<file path="src/rtl/wb_stage.sv">
// Registered write-back stage: picks one of four result sources, extracts and extends load data,
// and drives the register-file write port one cycle after capture. Also counts retired instructions.
module wb_stage #(
    parameter  int DATA_W = 32,
    parameter  int REG_AW = 5,
    parameter  int CNT_W  = 32,
    localparam int OFF_W  = $clog2(DATA_W / 8)
) (
    input  logic              clk_i,
    input  logic              rst_i,
    input  logic              valid_i,
    output logic              ready_o,
    input  logic              stall_i,
    input  logic              flush_i,
    input  logic              reg_write_i,
    input  logic [REG_AW-1:0] rd_addr_i,
    input  logic [1:0]        wb_sel_i,
    input  logic [DATA_W-1:0] alu_data_i,
    input  logic [DATA_W-1:0] mem_data_i,
    input  logic [DATA_W-1:0] pc_plus4_i,
    input  logic [DATA_W-1:0] csr_data_i,
    input  logic [1:0]        mem_size_i,
    input  logic              mem_unsigned_i,
    input  logic [OFF_W-1:0]  mem_offset_i,
    output logic              rf_we_o,
    output logic [REG_AW-1:0] rf_waddr_o,
    output logic [DATA_W-1:0] rf_wdata_o,
    output logic              valid_o,
    output logic              misalign_o,
    output logic [CNT_W-1:0]  retire_cnt_o
);

    logic              valid_q;
    logic              reg_write_q;
    logic [REG_AW-1:0] rd_q;
    logic [DATA_W-1:0] data_q;
    logic              misalign_q;
    logic [CNT_W-1:0]  retire_cnt_q;

    logic [DATA_W-1:0] shifted;
    logic [DATA_W-1:0] keep_mask;
    logic              sign_bit;
    logic [DATA_W-1:0] load_data;
    logic [DATA_W-1:0] wdata_next;
    logic [2:0]        off3;
    logic              misalign_next;

    // The keep mask selects the loaded bits; everything above them is filled with the sign
    // (or zero). On a 32-bit datapath a double load degenerates to a full word.
    always_comb begin
        shifted   = mem_data_i >> {mem_offset_i, 3'b000};
        keep_mask = '1;
        sign_bit  = shifted[DATA_W-1];
        case (mem_size_i)
            2'd0: begin
                keep_mask = DATA_W'(8'hFF);
                sign_bit  = shifted[7];
            end
            2'd1: begin
                keep_mask = DATA_W'(16'hFFFF);
                sign_bit  = shifted[15];
            end
            2'd2: begin
                keep_mask = DATA_W'(32'hFFFF_FFFF);
                sign_bit  = shifted[31];
            end
            default: begin
                keep_mask = '1;
                sign_bit  = shifted[DATA_W-1];
            end
        endcase
        load_data = (shifted & keep_mask) |
                    (~keep_mask & {DATA_W{sign_bit & ~mem_unsigned_i}});
    end

    always_comb begin
        wdata_next    = alu_data_i;
        off3          = 3'(mem_offset_i);
        misalign_next = 1'b0;
        case (wb_sel_i)
            2'd1:    wdata_next = load_data;
            2'd2:    wdata_next = pc_plus4_i;
            2'd3:    wdata_next = csr_data_i;
            default: wdata_next = alu_data_i;
        endcase
        if (wb_sel_i == 2'd1) begin
            case (mem_size_i)
                2'd1:    misalign_next = off3[0];
                2'd2:    misalign_next = |off3[1:0];
                2'd3:    misalign_next = |off3;
                default: misalign_next = 1'b0;
            endcase
        end
    end

    // Flush only needs to kill the valid bit; the remaining fields are ignored until the next capture.
    always_ff @(posedge clk_i) begin
        if (!rst_i) begin
            valid_q     <= 1'b0;
            reg_write_q <= 1'b0;
            rd_q        <= '0;
            data_q      <= '0;
            misalign_q  <= 1'b0;
        end else if (flush_i) begin
            valid_q <= 1'b0;
        end else if (!stall_i) begin
            valid_q     <= valid_i;
            reg_write_q <= reg_write_i;
            rd_q        <= rd_addr_i;
            data_q      <= wdata_next;
            misalign_q  <= misalign_next;
        end
    end

    // Stores and x0 writes still retire; misaligned loads and killed instructions do not.
    always_ff @(posedge clk_i) begin
        if (!rst_i) begin
            retire_cnt_q <= '0;
        end else if (valid_q && !stall_i && !flush_i && !misalign_q) begin
            retire_cnt_q <= retire_cnt_q + CNT_W'(1);
        end
    end

    assign ready_o      = ~stall_i;
    assign rf_we_o      = valid_q & reg_write_q & (rd_q != '0) & ~misalign_q & ~stall_i;
    assign rf_waddr_o   = rd_q;
    assign rf_wdata_o   = data_q;
    assign valid_o      = valid_q;
    assign misalign_o   = misalign_q;
    assign retire_cnt_o = retire_cnt_q;

endmodule
</file>
<file path="config.mk">
export PLATFORM = sky130hd
export DESIGN_NAME = wb_stage
export DESIGN_NICKNAME = d
export VERILOG_FILES = /design/src/rtl/wb_stage.sv
export SDC_FILE = /design/constraint.sdc
export NUM_CORES = 1
export LEC_CHECK = 0
export ABC_CLOCK_PERIOD_IN_PS = 2500
export CAP_MARGIN = 20
export CORE_ASPECT_RATIO = 1.75
export CORE_MARGIN = 10
export CORE_UTILIZATION = 41
export DETAILED_ROUTE_END_ITERATION = 6
export PLACE_DENSITY_LB_ADDON = 0.25
export REMOVE_ABC_BUFFERS = 1
export SLEW_MARGIN = 40
export SYNTH_ARGS = -nofsm -noshare
export SYNTH_HDL_FRONTEND = slang
export SYNTH_SLANG_ARGS = --single-unit
</file>
<file path="constraint.sdc">
create_clock -name clk_i -period 2.5 [get_ports clk_i]
set_input_delay 0.625 -clock clk_i [delete_from_list [all_inputs] [get_ports clk_i]]
set_output_delay 0.625 -clock clk_i [all_outputs]
set_load 0.01 [all_outputs]
</file>
-- After elaboration in Yosys (flattened, before gate mapping)
Cells that the tools add are included.
- register bits after elaboration: 72
- word-level logic and storage cells: 45
- add/sub/neg operators: 1
- equal/unequal tests: 6
- shifts and indexed selects: 1
- muxes and demuxes: 5
- bitwise operators: 14
- reduce and logical (&&, ||, !) cells: 12
- operators by type and width (operator ; count):
    one-hot mux 32 bit (3 select lines) ; 1
    bitwise AND 32 bit ; 2
    one-hot mux 32 bit (2 select lines) ; 1
    adder 32 x 1 -> 32 bit, second input constant ; 1
    NOT 32 bit ; 1
    OR 32 bit ; 1
    right shift 32 x 5 -> 32 bit ; 1
    equality test 2 bit, second input constant ; 4
    OR reduction 2 bit ; 3
    bitwise AND 1 bit ; 5
    NOT 1 bit ; 5
    nonzero test 5 bit ; 1
    equality test 2 x 1 -> 1 bit, second input constant ; 2
    one-hot mux 1 bit (2 select lines) ; 2
    logical AND 1 bit ; 3
    zero test 1 bit ; 3
    zero test 2 bit ; 1
    AND reduction 2 bit ; 1
    2-to-1 mux 1 bit ; 1

-- Logic depth before layout (Yosys ltp)
- word-level depth: 6
- depth in mapped cells: 7

-- Least setup slack after synthesis
Ideal clock, no wire load.
- path type: input -> register
- from: input port wb_sel_i[1]
- to: register data_q[30] (netlist: rf_wdata_o[30])
- setup time: 92 ps
- arrival: 2066 ps
- setup slack: 342 ps
- cell stages on the path: 5
- buffers on the path: 1
- path through: clkbuf_1 > or4b_1 > a221oi_2 > a21boi_1 > o32ai_1
- word-level cells in the longest chain between the ends: 2
- elaborated cells on any way between the ends: 4
- ends and longest elaborated chain (item ; RTL line ; RTL):
    start: declaration ; 17 ; input logic [1:0] wb_sel_i,
    equality test 2 bit / equality test 2 x 1 -> 1 bit (equally long branches) ; 80 ; case (wb_sel_i)
    one-hot mux 32 bit (3 select lines) * ; 80 ;
    end signal: assignment ; 110 ; data_q <= wdata_next;
    end: declaration ; 36 ; logic [DATA_W-1:0] data_q;
Every way passes the cells marked *; elsewhere a longest branch is shown, timed or not.
A chain may end at the register's enable or synchronous reset.

-- Worst setup path in the final report
- from: input port mem_offset_i[0]
- to: register data_q[21] (netlist: rf_wdata_o[21])
- word-level cells in the longest chain between the ends: 6
- elaborated cells on any way between the ends: 7
- ends and longest elaborated chain (item ; RTL line ; RTL):
    start: declaration ; 24 ; input logic [OFF_W-1:0] mem_offset_i,
    right shift 32 x 5 -> 32 bit * ; 51 ; shifted = mem_data_i >> {mem_offset_i, 3'b000};
    one-hot mux 1 bit (2 select lines) ; 54 ; case (mem_size_i)
    bitwise AND 1 bit ; 73 ; (~keep_mask & {DATA_W{sign_bit & ~mem_unsigned_i}});
    bitwise AND 32 bit ; 73 ;
    OR 32 bit * ; 72 ; load_data = (shifted & keep_mask) |
    one-hot mux 32 bit (3 select lines) * ; 80 ;
Marks and branches as above.

==> impl_metrics.json <==
{
  "wl_per_cell_um": 21.1,
  "cts_sinks": 72,
  "layout.nets": 917,
  "track_usage_pct": 23.2,
  "maxCapViolCount": 0,
  "cp-start-kind": "primary input",
  "die_x_um": 99.2,
  "placedCellCount": 889,
  "start_util_pct": 42.0,
  "fin_tns_setup_ps": 0,
  "yosys.area_share.simple_pct": 20.7,
  "cts_buffer_depth": 2,
  "synthArstFlopShare_pct": 0,
  "grt_pass1_vias": 5590,
  "antenna_left": 0,
  "fin_crit_ps": 2320,
  "p_total_mw": 3.35,
  "htree_levels": 3,
  "grt_use_met1_pct": 21.5,
  "hold_class": "reg -> reg",
  "drc": 0,
  "synth_compound_area_share_pct": 24.4,
  "finalCritPeriodShare_pct": 92.6,
  "place_congestion": 0.891,
  "seq_area_frac_synth_pct": 32.1,
  "synth-edff-count": 0,
  "drt_iter0_markers": 253,
  "p_per_area_nw_per_um2": 461,
  "first_pass_iters": 5,
  "netlist_instances": 549,
  "cp.required_ps": 2710,
  "std_cell_rows": 50,
  "worstMarginPinSlew_ps": 565,
  "use_met3_pct": 8.72,
  "grt_busiest_layer": "met2",
  "grt_max_degree": 36,
  "slew_headroom_pct": 62.2,
  "syn_area_um2": 4500,
  "rsz0062_at_grt": "false",
  "drt_wl_total_um": 19100,
  "cts-root-buf": "clkbuf_16",
  "core_area_um2": 10700,
  "setup_viol": 0,
  "io-pin-count": 219,
  "syn_area_per_cell_um2": 8.19,
  "layout-drive-gt1-share_pct": 8.66,
  "status": "finished clean",
  "fmax_ghz": 0.432,
  "antennaDiodeCount": 0,
  "clk_pin_slew_worst_paths_ps": 60,
  "numPortBuffers": 218,
  "end_kind": "flip-flop",
  "skew_ps": 4.58,
  "reg2reg_depth": 4,
  "clock_latency_ps": 330,
  "p_leak_nw": 2.71,
  "whs_path_depth": 2,
  "grt.overflow.total": 0,
  "use_met2_pct": 43.3,
  "synth-adder-area-share_pct": 0.278,
  "postLayoutCellArea_um2": 7280,
  "finish.utilization_pct": 68.0,
  "placed_area_um2": 6950,
  "cp_data_arrival_time_ps": 2530,
  "synth_top_family_by_area": "compound AO/OA/AOI/OAI gates",
  "syn_to_final_growth_pct": 61.9,
  "cts_buffers": 9,
  "cts_setup_buffers": 0,
  "vias": 5335,
  "ys_types": 48,
  "synthFlopType": "dfxtp_1",
  "synth.area.mux_share_pct": 15.0,
  "layout_setup_ws_ps": 184,
  "synth_warnings": 0,
  "synth_xor_area_share_pct": 1.95,
  "hold_viol_final": 0,
  "peakVddDrop_mv": 0.396,
  "hpwl_um": 15500,
  "antenna_found_initial": 0,
  "report.final.slew_viol_count": 0,
  "path_class": "in -> reg",
  "whs_ps": 467,
  "fp.dieH_um": 159,
  "grt_pass1_wl_um": 29200,
  "avgViaCountPerCell": 5.90,
  "tritoncts": "done",
  "crit_fanout": 16,
  "ys_ff_latch": 72,
  "pre_cts_ws_ps": -143,
  "stdcell_count": 904,
  "die_area_um2": 15700
}
-- placed cells by master, fill, tap and decap left out, types with 2 or more instances in the layout --
cell type / instances
o32ai_1: 9
o311ai_0: 2
o221ai_1: 15
o31ai_1: 13
nor4_1: 2
clkdlybuf4s50_1: 216
and2_1: 6
nand2_1: 32
a21oi_1: 51
or4_1: 15
mux2i_1: 65
o211ai_1: 18
bufinv_16: 2
a31oi_1: 8
o41ai_1: 2
a211oi_1: 9
buf_4: 41
xnor2_1: 4
or3_1: 5
nand3_1: 23
nand2b_1: 10
clkbuf_16: 9
dfxtp_1: 72
nor2b_1: 10
nand4_1: 13
a221oi_1: 8
inv_1: 15
nor2_1: 35
or2_2: 3
nor3_1: 2
xor2_1: 6
o21ai_0: 27
and4_1: 4
-- per-layer routing --
| layer | vias to the layer above | wire length (um) |
|---|---|---|
| met5 | - | 0 |
| met4 | 0 | 697 |
| met3 | 38 | 1890 |
| met2 | 267 | 10100 |
| met1 | 2506 | 6390 |
| li1 | 2524 | - |
-- cell type report --
cell class,count,area [um^2]
clock buffers,10,239
clock inverters,5,81.3
fillers,888,3420
inverters,15,56.3
multi-input cells,413,2810
flip-flops and latches,72,1440
well taps,130,163
repair buffers,259,2480
-- state kept, by name, summed over array words and instances, names as in the netlist --
name and count:
valid_o 1, misalign_o 1, reg_write_q 1, rf_wdata_o 32
rf_waddr_o 5, retire_cnt_o 32
-- synthesized netlist by cell type, drive strengths merged, types with 9 or more instances --
library cell | n | area share [%]
o221ai | 15 | 2.9
nand2 | 32 | 2.7
o32ai | 9 | 1.8
inv | 15 | 1.3
o21ai | 27 | 3.0
nand3 | 23 | 2.6
a211oi | 9 | 1.5
mux2i | 65 | 14
buf | 17 | 1.8
dfxtp | 72 | 32
clkbuf | 32 | 2.7
a221oi | 9 | 1.9
nor2b | 10 | 1.4
o211ai | 18 | 3.0
or4 | 16 | 2.8
o31ai | 13 | 2.2
nand4 | 14 | 2.1
nand2b | 10 | 1.4
a21oi | 51 | 5.7
nor2 | 36 | 3.0
-- where the power goes --
part,total [mW],internal [mW],switching (mW)
clock network,1.40,0.895,0.502
logic,0.745,0.423,0.323
registers,1.21,1.19,0.0233
total,3.35,2.51,0.848
-- timing repair --
item                                    4_1_cts  5_1_grt
gates cloned                                  0        0
resized for setup                             1        1
hold buffers                                  0        0
endpoints found under the setup margin        1        1
-- worst max-delay path, stage by stage --
cell and delay (ps):
clkdlybuf4s50_1 600, buf_4 300, mux2i_1 460, buf_4 180, o221ai_1 110, a21oi_1 150
o21ai_0 100
-- cell families (layout without fill, tap and decap cells) --
logic type / after synthesis / count (layout)
AO/OA/AOI/OAI: 166 / 166
XOR/XNOR: 10 / 10
adder cells (fa/ha/maj): 1 / 1
buffers and inverters: 64 / 289
flip-flops: 72 / 72
multiplexers: 66 / 66
AND/OR/NAND/NOR: 170 / 170
-- final timing paths --
kind                          from          endpoint  slack (ps)
setup / recovery   mem_offset_i[0]    rf_wdata_o[21]         180
hold reg to reg        reg_write_q       reg_write_q         470
hold / removal         reg_write_q       reg_write_q         470
setup reg to reg  retire_cnt_o[12]  retire_cnt_o[27]         360
Note: power is estimated with default switching activity, not from simulation.
